File: src/rtl/compound_rr_arbiter.sv
// Two-requester round-robin arbiter in front of a single CompoundType consumer.
// Each forwarded transaction is tagged with its source, and grants are counted per requester.
package testbasic18_types;
   typedef enum logic {read = 1'b0, write = 1'b1} mode_t;

   typedef struct packed {
      mode_t              mode;
      logic signed [31:0] x;
      logic               y;
   } CompoundType;
endpackage

// Handshake: a transfer happens on a rising edge where a port's sync and notify are both high.
// notify is the arbiter's side of the handshake and sync is the partner's side.
module compound_rr_arbiter
   import testbasic18_types::*;
#(
   parameter int CNT_W = 16
) (
   input  logic             clk,
   input  logic             rst,
   input  CompoundType      m_in0,
   input  logic             m_in0_sync,
   output logic             m_in0_notify,
   input  CompoundType      m_in1,
   input  logic             m_in1_sync,
   output logic             m_in1_notify,
   output CompoundType      b_out,
   input  logic             b_out_sync,
   output logic             b_out_notify,
   output logic             b_out_src,
   output logic [CNT_W-1:0] grant_cnt0,
   output logic [CNT_W-1:0] grant_cnt1
);

   typedef enum logic {IDLE = 1'b0, SEND = 1'b1} section_t;

   section_t section, section_next;
   logic     ptr;
   logic     grant_valid;
   logic     grant_idx;

   always_ff @(posedge clk) begin
      if (rst) begin
         section <= IDLE;
      end else begin
         section <= section_next;
      end
   end

   // Grant is only offered from IDLE; with both requesters present, ptr breaks the tie.
   always_comb begin
      grant_valid  = 1'b0;
      grant_idx    = 1'b0;
      section_next = section;
      if (!rst) begin
         case (section)
            IDLE: begin
               if (m_in0_sync && m_in1_sync) begin
                  grant_valid = 1'b1;
                  grant_idx   = ptr;
               end else if (m_in0_sync) begin
                  grant_valid = 1'b1;
                  grant_idx   = 1'b0;
               end else if (m_in1_sync) begin
                  grant_valid = 1'b1;
                  grant_idx   = 1'b1;
               end
               if (grant_valid) begin
                  section_next = SEND;
               end
            end
            SEND: begin
               if (b_out_sync) begin
                  section_next = IDLE;
               end
            end
            default: section_next = IDLE;
         endcase
      end
   end

   assign m_in0_notify = grant_valid && (grant_idx == 1'b0);
   assign m_in1_notify = grant_valid && (grant_idx == 1'b1);

   always_ff @(posedge clk) begin
      if (rst) begin
         ptr          <= 1'b0;
         b_out        <= '{mode: read, x: 32'sd0, y: 1'b0};
         b_out_notify <= 1'b0;
         b_out_src    <= 1'b0;
         grant_cnt0   <= '0;
         grant_cnt1   <= '0;
      end else if (grant_valid) begin
         b_out        <= grant_idx ? m_in1 : m_in0;
         b_out_src    <= grant_idx;
         b_out_notify <= 1'b1;
         ptr          <= ~grant_idx;
         if (grant_idx) begin
            grant_cnt1 <= grant_cnt1 + CNT_W'(1);
         end else begin
            grant_cnt0 <= grant_cnt0 + CNT_W'(1);
         end
      end else if (section == SEND && b_out_sync) begin
         // b_out keeps its last value after the handshake; only valid drops.
         b_out_notify <= 1'b0;
      end
   end

endmodule

File: config.mk
export PLATFORM = sky130hd
export DESIGN_NAME = compound_rr_arbiter
export DESIGN_NICKNAME = d
export VERILOG_FILES = /design/src/rtl/compound_rr_arbiter.sv
export SDC_FILE = /design/constraint.sdc
export NUM_CORES = 1
export LEC_CHECK = 0
export BUFFER_PORTS_ARGS = -buffer_cell sky130_fd_sc_hd__clkbuf_2
export CAP_MARGIN = 30
export CORE_UTILIZATION = 41
export CTS_CLUSTER_SIZE = 8
export DETAILED_ROUTE_END_ITERATION = 12
export PLACE_DENSITY = 0.8
export SYNTH_ARGS = -nofsm -noshare
export SYNTH_HDL_FRONTEND = slang
export SYNTH_SLANG_ARGS = --single-unit
File: constraint.sdc
create_clock -name clk -period 1.7 [get_ports clk]
set_input_delay 0.34 -clock clk [delete_from_list [all_inputs] [get_ports clk]]
set_output_delay 0.34 -clock clk [all_outputs]
set_load 0.03 [all_outputs]
==> results.ini, run 1 <==
[run_status]
outcome = finished clean

[logic_synthesis]
synth_top_area_share_pct = 47.6
ys_ff_latch = 70
ys_top_cells_by_area = dfxtp_1, a222oi_1, nor2_1
synth_edf_count = 0
synth_seq_area_share_pct = 47.6
synthCells = 314
netlist_area_sq_mm = 0.00295
async_reset_ff_share_pct = 0
synth_ff_type = dfxtp_1
synthesis.nets = 389
netlist-cell-type-count = 40
syn_area_per_cell_sq_um = 9.38
synth_largest_area_cell = dfxtp_1
yosysWarnings = 0

[sta]
setup_viol = 0
tns_ps = 0
slew_headroom_pct = 68.9
grt_setup_unrepaired = yes
finalMaxSlewViolations = 0
period_needed_ps = 1680
max_freq_ghz = 0.594
skew_ps = 9.78
tightestPinTransition_ps = 466
post-route-period-util_pct = 99.0
hold_violations = 0

[layout]
nFillCells = 606
nNetsFinal = 545
multiInputGateArea_sq_mm = 0.00147
syn_to_final_growth_pct = 43.2
seq_area_sq_mm = 0.00142
diodes = 0
drive_gt1_share_pct = 45.7

[worst_setup_path]
r2r_slack_ps = 100
crit_path_end_kind = output port
worstPathArrival_ps = 1340
crit_buf_inv = 1
r2r_end = grant_cnt0[15]$_SDFFE_PP0P_
worstSetupPathDepth = 3
cp_max_fo = 6
worst_path_largest_cell_delay_ps = 360
crit_family = flip-flops
crit_chain = a211oi_4 -> and2_4 -> buf_6
rr_worst_depth = 4
worstReg2RegStart = section$_SDFF_PP0_
crit_required_ps = 1360
setup.worst_path.start_class = flop
critical_path_class = reg -> out
slowest_stage = dfxtp_2

[min_path]
min_path_type = in -> reg
worst_hold_path.endpoint = b_out[29]$_SDFFE_PP0P_
min_path_cells = 3
min_from = m_in1[29]

[cts]
cts_max_level = 3
clock_latency_ps = 340
clk_path_buf_depth = 2
numCtsBuffers = 9
postCtsSetupRepairBufs = 0
cts_sinks = 70
root_buffer = clkbuf_8
cts.clk_slew.worst_paths_ps = 80
tritoncts = built
cts_hold_buf = 0

[floorplan]
dieHeight_microns = 86.8
num_rows = 30
io_pins = 143
start_util_pct = 42.9
coreArea_sq_mm = 0.00687
die_width_microns = 86.8
fp.dieArea_sq_mm = 0.00753

[pwr]
power.leakage_nw = 1.83
switching_share_pct = 26.9
p_int_w = 0.00282
ir_drop_mv = 0.667
pwr-share-clk_pct = 38.7
power_w = 0.00386
power_frac_seq_pct = 45.7
p_sw_w = 0.00104
p_comb_share_pct = 15.6
power_per_cell_area_mw_per_mm2 = 914

[grt]
grt_pass1_wl_microns = 13900
grt_start_max_net_pins = 47
antenna_found_initial = 0
grt-ovfl-total = 0
grt_pass1_vias = 2922
grt_usage_pct = 23.7

[route]
routed_wl_microns = 8750
avgViaCountPerCell = 5.58
ant_nets = 0
vias = 3185
drt_iter0_drc = 252
routedWlPerCell_microns = 15.3
dr.pass1.iters = 7
drc = 0

[flow_run]
maxCapViolCount = 0

[placement]
hpwl_microns = 6160
port_buffers = 142
place_congestion = 0.782

[placed cells by master, fill, tap and decap left out, types with 3 or more instances in the layout]
cell	netlist	routed
clkbuf_2	0	140
dfxtp_2	0	13
a21oi_1	18	18
inv_1	4	4
o21ai_0	4	3
buf_4	0	25
nor2_1	51	50
xor2_1	5	5
dfxtp_1	70	56
nor2b_1	5	5
a222oi_1	34	34
or4_1	13	13
nand3_1	12	10
nor3_1	5	5
nand2_1	9	8
and4_1	3	3
o31ai_1	13	13
nand4_1	7	7
xnor2_1	5	5
and3_1	4	3
mux2_2	4	4
clkbuf_8	0	11
[power groups by stage]
| stage | logic [W] | clock network (W) | registers [W] |
|---|---|---|---|
| final | 0.000603 | 0.00149 | 0.00176 |
| after global routing | 0.000649 | 0.00159 | 0.00177 |
| after CTS | 0.000594 | 0.00153 | 0.00176 |
| after detailed placement | 0.000584 | 0 | 0.00179 |
| after global placement | 0.000575 | 0 | 0.00179 |
| after floorplan | 0.000217 | 0 | 0.00192 |
[cell type report]
class	instances	share of cell area [%]
clock buffers	10	3.26
clock inverters	6	2.02
inverters	4	0.356
multi-input cells	215	34.9
flip-flops and latches	70	33.7
well taps	96	2.85
repair buffers	170	22.9
[Yosys cell counts (all sizes together) (2+ instances only)]
library cell  count
nand4             7
nand2b            2
nor3              5
nand3            12
a21boi            2
mux2              4
and4              3
dfxtp            70
inv               4
or2               2
nor2b             5
nor2             51
ha                2
o31ai            13
or4              13
xnor2             5
buf              11
o21ai             4
nand2             9
xor2              5
a222oi           34
a21oi            18
and3              4
nor3b             3
clkbuf           14
[worst reg2reg max path, stage by stage, from the launching register on]
cell	delay [ps]
dfxtp_4	370
a211o_1	280
or2_4	260
or4_1	470
a21oi_1	150
[layer usage]
metal  global-route usage, %  routed length, microns  vias up
met5                       0                       0        -
met4                    8.33                     101        0
met3                    6.19                     583        8
met2                    40.5                    4370      123
met1                    28.7                    3690     1526
li1                        -                       -     1528
[registers in the layout, summed over array words and instances, names as in the netlist]
| signal | count |
|---|---|
| b_out_notify | 1 |
| ptr | 1 |
| grant_cnt0 | 16 |
| section | 1 |
| b_out | 34 |
| b_out_src | 1 |
| grant_cnt1 | 16 |
[metrics by stage]
step                      setup WS (ps)  instance area, sq um  hold slack, ps  std cells  utilization (%)
after floorplan                   -3.91                  2960             510        314                -
after global placement            -41.6                  3910             451        555             57.0
after detailed placement          -49.9                  3910             470        555             57.0
after CTS                         -4.13                  4170             251        571             60.7
after global routing              -44.8                  4220             259        571             61.4
final                              16.4                  4220             265        571             61.4
[repair_timing]
action,in CTS,in global routing
resized for setup,9,13
hold endpoints to repair,0,0
cloned,0,0
pin swaps,1,2
setup endpoints to repair,7,17
[worst max path at each step]
| stage | start | endpoint | slack (ps) |
|---|---|---|---|
| finish | ptr$_SDFFE_PP0P_ | m_in0_notify | 20 |
| global route | ptr$_SDFFE_PP0P_ | m_in0_notify | -40 |
| CTS | ptr$_SDFFE_PP0P_ | m_in0_notify | -4 |
| detailed placement | m_in1_sync | grant_cnt0[15]$_SDFFE_PP0P_ | -50 |
| global placement | m_in0_sync | grant_cnt1[6]$_SDFFE_PP0P_ | -40 |
| floorplan | grant_cnt0[3]$_SDFFE_PP0P_ | grant_cnt0[12]$_SDFFE_PP0P_ | -4 |
[kinds of logic (layout without fill, tap and decap cells)]
group | after synthesis | count (layout) | share of synthesized area [%]
AND/OR/NAND/NOR | 122 | 122 | 21.6
buffers and inverters | 29 | 190 | 4.50
AO/OA/AOI/OAI | 76 | 76 | 20.6
multiplexers | 5 | 5 | 1.87
adder cells (fa/ha/maj) | 2 | 2 | 0.849
XOR/XNOR | 10 | 10 | 2.97
flip-flops | 70 | 70 | 47.6
Power figures use the tool's default switching activity.
==> run 2: changes to the inputs <==
Settings changed: ABC_AREA set to 1, CORE_UTILIZATION 41 to 42, PLACE_DENSITY 0.8 to 0.81.
==> results.ini, run 2 <==
[pwr]
power.leakage_nw = 1.87  ; +2.6%
power_frac_seq_pct = 48.1  ; +2.4 points
ir_drop_mv = 0.470  ; -29%
pwr-share-clk_pct = 36.2  ; -2.5 points
switching_share_pct = 27.4  ; +0.51 points
power_per_cell_area_mw_per_mm2 = 887  ; -3.0%
p_comb_share_pct = 15.6  ; about the same
p_sw_w = 0.00101  ; -3.2%
p_int_w = 0.00266  ; -5.7%

[grt]
grt_usage_pct = 22.4  ; -1.3 points
grt_pass1_vias = 3125  ; +6.9%
grt-ovfl-total = 0  ; unchanged
grt_pass1_wl_microns = 13600  ; -2.3%
antenna_found_initial = 0  ; unchanged
grt_start_max_net_pins = 47  ; unchanged

[logic_synthesis]
synth_common_cells = nand2_1, dfxtp_1, nor2_1, inv_1, a31oi_1
async_reset_ff_share_pct = 0  ; unchanged
ys_ff_latch = 70  ; unchanged
synth_ff_type = dfxtp_1
synth_edf_count = 0  ; unchanged
synth_largest_area_cell = dfxtp_1
synth_top_area_share_pct = 44.9  ; -2.7 points
synthCells = 441  ; +40%
yosysMostFrequentCell = nand2_1
netlist_area_sq_mm = 0.00312  ; +5.9%
syn_area_per_cell_sq_um = 7.07  ; -25%
netlist-cell-type-count = 32  ; -20%
ys_top_cells_by_area = dfxtp_1, nand2_1, a31oi_1
synth_seq_area_share_pct = 44.9  ; -2.7 points
synthesis.nets = 516  ; +33%
yosysWarnings = 0  ; unchanged

[worst_setup_path]
crit_chain = nor2_1 -> nand3_2 -> clkinv_1 -> buf_2
worstPathArrival_ps = 1280  ; -60 ps
critical_path_class = reg -> out
cp_max_fo = 3  ; -3
worst_path_largest_cell_delay_ps = 330  ; -30 ps
crit_path_end_kind = output port
setup.worst_path.start_class = flop
crit_required_ps = 1360  ; about the same
slowest_stage = dfxtp_1
rr_worst_depth = 8  ; +4

[layout]
diodes = 0  ; unchanged
final_cell_area_sq_mm = 0.00413  ; -2.0%
nFillCells = 706  ; +17%
drive_gt1_share_pct = 29.4  ; -16 points
mostFrequentLayoutCells = nand2_1, clkbuf_2, dfxtp_1, nor2_1, inv_1
largest_register_ffs = 34  ; unchanged
syn_to_final_growth_pct = 32.5
largestRegisters = b_out (34), grant_cnt0 (16), grant_cnt1 (16)
nNetsFinal = 663  ; +22%
regMostFlops = b_out
final_common_cell = nand2_1

[route]
routed_wl_microns = 8530  ; -2.5%
ant_nets = 0  ; unchanged
drc = 0  ; unchanged
dr.pass1.iters = 4  ; -3
avgViaCountPerCell = 4.99  ; -11%
drt_iter0_drc = 157  ; -38%
vias = 3443  ; +8.1%
routedWlPerCell_microns = 12.4  ; -19%

[floorplan]
start_util_pct = 43.2  ; +0.36 points
fp.dieArea_sq_mm = 0.00778  ; +3.3%
io_pins = 143  ; unchanged
dieHeight_microns = 88.2  ; +1.6%
die_width_microns = 88.2  ; +1.6%
num_rows = 31  ; +3.3%
coreArea_sq_mm = 0.00721  ; +5.0%

[sta]
period_needed_ps = 1620  ; -64.9 ps
slew_headroom_pct = 66.0  ; -2.9 points
grt_setup_unrepaired = no
tightestPinTransition_ps = 510  ; +43.7 ps
finalMaxSlewViolations = 0  ; unchanged
setup_viol = 0  ; unchanged
post-route-period-util_pct = 95.2  ; -3.8 points
max_freq_ghz = 0.618  ; +4.0%
hold_violations = 0  ; unchanged
skew_ps = 8.97  ; -0.818 ps
tns_ps = 0  ; unchanged

[min_path]
min_path_type = in -> reg
min_path_cells = 3  ; unchanged

[placement]
place_congestion = 0.893  ; +14%
hpwl_microns = 6340  ; +2.8%
port_buffers = 142  ; unchanged
place_area_sq_mm = 0.00393  ; +0.29%

[cts]
cts_sinks = 70  ; unchanged
clock_latency_ps = 330  ; about the same
cts.clk_slew.worst_paths_ps = 70  ; about the same
numCtsBuffers = 9  ; unchanged
cts_hold_buf = 0  ; unchanged
root_buffer = clkbuf_8
cts_max_level = 3  ; unchanged
clk_path_buf_depth = 2  ; unchanged
tritoncts = built

[flow_run]
maxCapViolCount = 0  ; unchanged

[run_status]
outcome = finished clean

run 2: cell count changes in the layout (fill, tap and decap cells not counted), moves of 6 or more:
cell,previous run,this run
a21oi_1,18,24
inv_1,4,31
buf_4,25,11
a222oi_1,34,0
a31oi_1,0,28
a22oi_1,0,8
o21ai_0,3,9
nor2_1,50,44
dfxtp_1,56,70
or4_1,13,0
nand2_1,8,155
dfxtp_2,13,0
nor3_1,5,13
o31ai_1,13,0
run 2: power by group through the flow:
| stage | Clock (W) | Sequential [W] | Combinational [W] |
|---|---|---|---|
| after floorplan | 0 | 0.00193 | 0.000218 |
| after global placement | 0 | 0.00180 | 0.000558 |
| after detailed placement | 0 | 0.00180 | 0.000570 |
| final | 0.00133 | 0.00176 | 0.000573 |
| after global routing | 0.00141 | 0.00177 | 0.000622 |
| after CTS | 0.00135 | 0.00176 | 0.000575 |
run 2: critical path: cells and delay by family, from the launching register on:
family,cells,cell delay (ps)
flip-flops,1,330
AND/OR/NAND/NOR,2,300
buffers and inverters,2,310
run 2: stage by stage:
| step | setup WS, ps | total power, W | std cells | hold WS (ps) | utilization, % |
|---|---|---|---|---|---|
| 5_1_grt | 1.79 | 0.00381 | 690 | 232 | 57.3 |
| 3_5_place_dp | 51.5 | 0.00237 | 674 | 442 | 54.4 |
| 4_1_cts | 48.5 | 0.00368 | 690 | 220 | 57.2 |
| 2_1_floorplan | 94.1 | 0.00215 | 441 | 461 | - |
| 6_report | 81.2 | 0.00366 | 690 | 236 | 57.3 |
| 3_3_place_gp | 116 | 0.00236 | 674 | 436 | 54.4 |
run 2: kinds of logic after synthesis:
| family | share of synthesized area (%) |
|---|---|
| AO/OA/AOI/OAI | 13.6 |
| XOR/XNOR | 1.12 |
| adder cells (fa/ha/maj) | 0.802 |
| buffers and inverters | 7.18 |
| flip-flops | 44.9 |
| AND/OR/NAND/NOR | 32.4 |
run 2: per-layer routing:
metal	vias to the layer above	global-route usage, %	part of all wire, %
met5	-	0	0
met4	0	10.9	1.6
met3	15	4.62	6.5
met2	136	38.4	49
met1	1554	26.6	43
li1	1738	-	-
run 2: layout make-up:
type	count	area, sq um	share of cell area, %
Timing Repair Buffer	153	793	19.2
Sequential cell	70	1400	33.9
Clock inverter	1	30.0	0.727
Multi-Input combinational cell	320	1500	36.2
Tap cell	99	124	3.00
Inverter	34	128	3.09
Clock buffer	13	159	3.85
run 2: final timing paths:
kind | start | end | slack, ps
hold / removal | m_in0[10] | b_out[10]$_SDFFE_PP0P_ | 240
hold reg to reg | b_out_notify$_SDFFE_PP0P_ | b_out_notify$_SDFFE_PP0P_ | 450
setup / recovery | section$_SDFF_PP0_ | m_in1_notify | 80
setup reg to reg | grant_cnt1[0]$_SDFFE_PP0P_ | grant_cnt1[12]$_SDFFE_PP0P_ | 190
run 2: repair_timing:
item	4_1_cts	5_1_grt
setup buffers	2	0
hold endpoints to repair	0	0
pin swaps	2	0
endpoints found under the setup margin	2	3
gates resized for setup	0	2
==> run 3: changes to the inputs <==
Settings changed: CELL_PAD_IN_SITES_DETAIL_PLACEMENT set to 2, CELL_PAD_IN_SITES_GLOBAL_PLACEMENT set to 2, CORE_UTILIZATION 42 to 22, CTS_BUF_LIST set to sky130_fd_sc_hd__clkbuf_2, PLACE_DENSITY 0.81 to 0.82.
==> results.ini, run 3 (synthesis results as in run 2) <==
[run_status]
outcome = finished, violations left
violations = negative setup slack

[placement]
hpwl_microns = 9100  ; +44%
place_congestion = 0.752  ; -16%
place_ws_ps = -13.5  ; -65.0 ps
port_buffers = 142  ; unchanged
place_area_sq_mm = 0.00410  ; +4.4%

[floorplan]
dieHeight_microns = 121  ; +37%
die_width_microns = 121  ; +37%
num_rows = 43  ; +39%
fp.dieArea_sq_mm = 0.0147  ; +89%
start_util_pct = 22.5  ; -21 points
coreArea_sq_mm = 0.0139  ; +92%
io_pins = 143  ; unchanged

[worst_setup_path]
slowest_stage = dfxtp_4
crit_path_end_kind = output port
critical_path_class = reg -> out
rr_worst_depth = 8  ; unchanged
r2r_end = b_out[23]$_SDFFE_PP0P_
worstPathArrival_ps = 1460  ; +180 ps
setup.worst_path.start_class = flop
crit_chain = buf_12 -> nor2_4 -> nand3_4 -> clkinv_4 -> buf_8
crit_family = flip-flops
worst_path_largest_cell_delay_ps = 410  ; +80 ps
crit_buf_inv = 3  ; +1
crit_required_ps = 1360  ; about the same
r2r_slack_ps = 40  ; -150 ps
cp_max_fo = 2  ; -1
crit_start = section$_SDFF_PP0_
worstSetupPathDepth = 5  ; +1
worstReg2RegStart = section$_SDFF_PP0_

[route]
vias = 3883  ; +13%
routed_wl_microns = 14400  ; +69%
drc = 0  ; unchanged
routedWlPerCell_microns = 17.1  ; +39%
drt_iter0_drc = 172  ; +9.6%
avgViaCountPerCell = 4.62  ; -7.4%
dr.pass1.iters = 4  ; unchanged
ant_nets = 0  ; unchanged

[layout]
mostFrequentLayoutCells = nand2_1, clkbuf_2, dfxtp_1, dlygate4sd3_1, nor2_1
regMostFlops = b_out
syn_to_final_growth_pct = 57.7
final_cell_area_sq_mm = 0.00492  ; +19%
diodes = 0  ; unchanged
largestRegisters = b_out (34), grant_cnt0 (16), grant_cnt1 (16)
nNetsFinal = 731  ; +10%
largest_register_ffs = 34  ; unchanged
drive_gt1_share_pct = 30.6  ; +1.2 points

[sta]
post-route-period-util_pct = 106  ; +11 points
tns_ps = -151  ; -151 ps
hold_violations = 0  ; unchanged
slew_headroom_pct = 61.8  ; -4.2 points
tightestPinTransition_ps = 573  ; +63.7 ps
period_needed_ps = 1800  ; +182 ps
setup_slack_ps = -101  ; -182 ps
grt_setup_unrepaired = yes
max_freq_ghz = 0.555  ; -10%
finalMaxSlewViolations = 0  ; unchanged
skew_ps = 24.4  ; +15.4 ps
setup_viol = 2  ; +2

[min_path]
min_path_cells = 3  ; unchanged
worst_hold_path.endpoint = b_out[29]$_SDFFE_PP0P_
min_from = m_in1[29]
min_path_type = in -> reg

[cts]
clock_latency_ps = 520  ; +190 ps
clk_path_buf_depth = 2  ; unchanged
tritoncts = built
numCtsBuffers = 9  ; unchanged
root_buffer = clkbuf_2
cts.clk_slew.worst_paths_ps = 190  ; +120 ps
cts_sinks = 70  ; unchanged
cts_max_level = 3  ; unchanged

[grt]
grt-ovfl-total = 0  ; unchanged
grt_pass1_wl_microns = 22800  ; +68%
grt_usage_pct = 20.2  ; -2.2 points
antenna_found_initial = 0  ; unchanged
grt_start_max_net_pins = 47  ; unchanged
grt_pass1_vias = 4422  ; +42%

[pwr]
power_w = 0.00339  ; -7.4%
power.leakage_nw = 2.18  ; +16%
ir_drop_mv = 0.229  ; -51%
power_per_cell_area_mw_per_mm2 = 690  ; -22%

[flow_run]
maxCapViolCount = 0  ; unchanged

[run 3: cell count changes in the layout (fill, tap and decap cells not counted), moves of 4 or more]
cell | previous run | this run
dlygate4sd3_1 | 0 | 56
nor2_4 | 1 | 6
nor2_1 | 44 | 40
clkbuf_8 | 11 | 0
buf_4 | 11 | 20
clkbuf_2 | 141 | 153
[run 3: final cells by class]
cell class                      instances  area [sq um]
Timing Repair Buffer                  221          1500
Tap cell                              180           225
Fill cell                            1677          8960
Clock buffer                           13          65.1
Clock inverter                          2          10.0
Sequential cell                        70          1410
Multi-Input combinational cell        320          1570
Inverter                               34           138
[run 3: through the flow]
stage / std cells / hold slack (ps) / utilization [%]
after detailed placement: 761 / 457 / 29.5
after floorplan: 441 / 461 / -
after CTS: 839 / 0.538 / 35.0
after global placement: 761 / 446 / 29.5
final: 840 / 99.5 / 35.4
after global routing: 840 / 51.3 / 35.4
[run 3: metal layers]
layer | track usage (%) | vias to the layer above | routed length [microns]
met2 | 37.1 | 132 | 7250
met1 | 21.9 | 1853 | 5990
li1 | - | 1871 | -
met4 | 7.25 | 0 | 306
met5 | 0 | - | 0
met3 | 5.36 | 27 | 831
[run 3: report_power, final]
group / switching (W) / internal, W
Clock: 0.000602 / 0.000206
Combinational: 0.000473 / 0.000332
Sequential: 0.0000602 / 0.00172
[run 3: worst max path at each step]
stage	to
2_1_floorplan	grant_cnt1[14]$_SDFFE_PP0P_
3_3_place_gp	b_out[25]$_SDFFE_PP0P_
3_5_place_dp	grant_cnt1[12]$_SDFFE_PP0P_
4_1_cts	m_in0_notify
5_1_grt	m_in1_notify
6_report	m_in1_notify
[run 3: repair_timing]
item	in CTS	in global routing
pin swaps	4	7
setup buffers	7	4
hold buffers	56	0
endpoints found under the setup margin	2	9
hold endpoints to repair	33	0
resized for setup	20	14
[run 3: worst min-delay path: stages]
cell and delay, ps:
clkbuf_2 80, nand2_1 70, a31oi_1 80
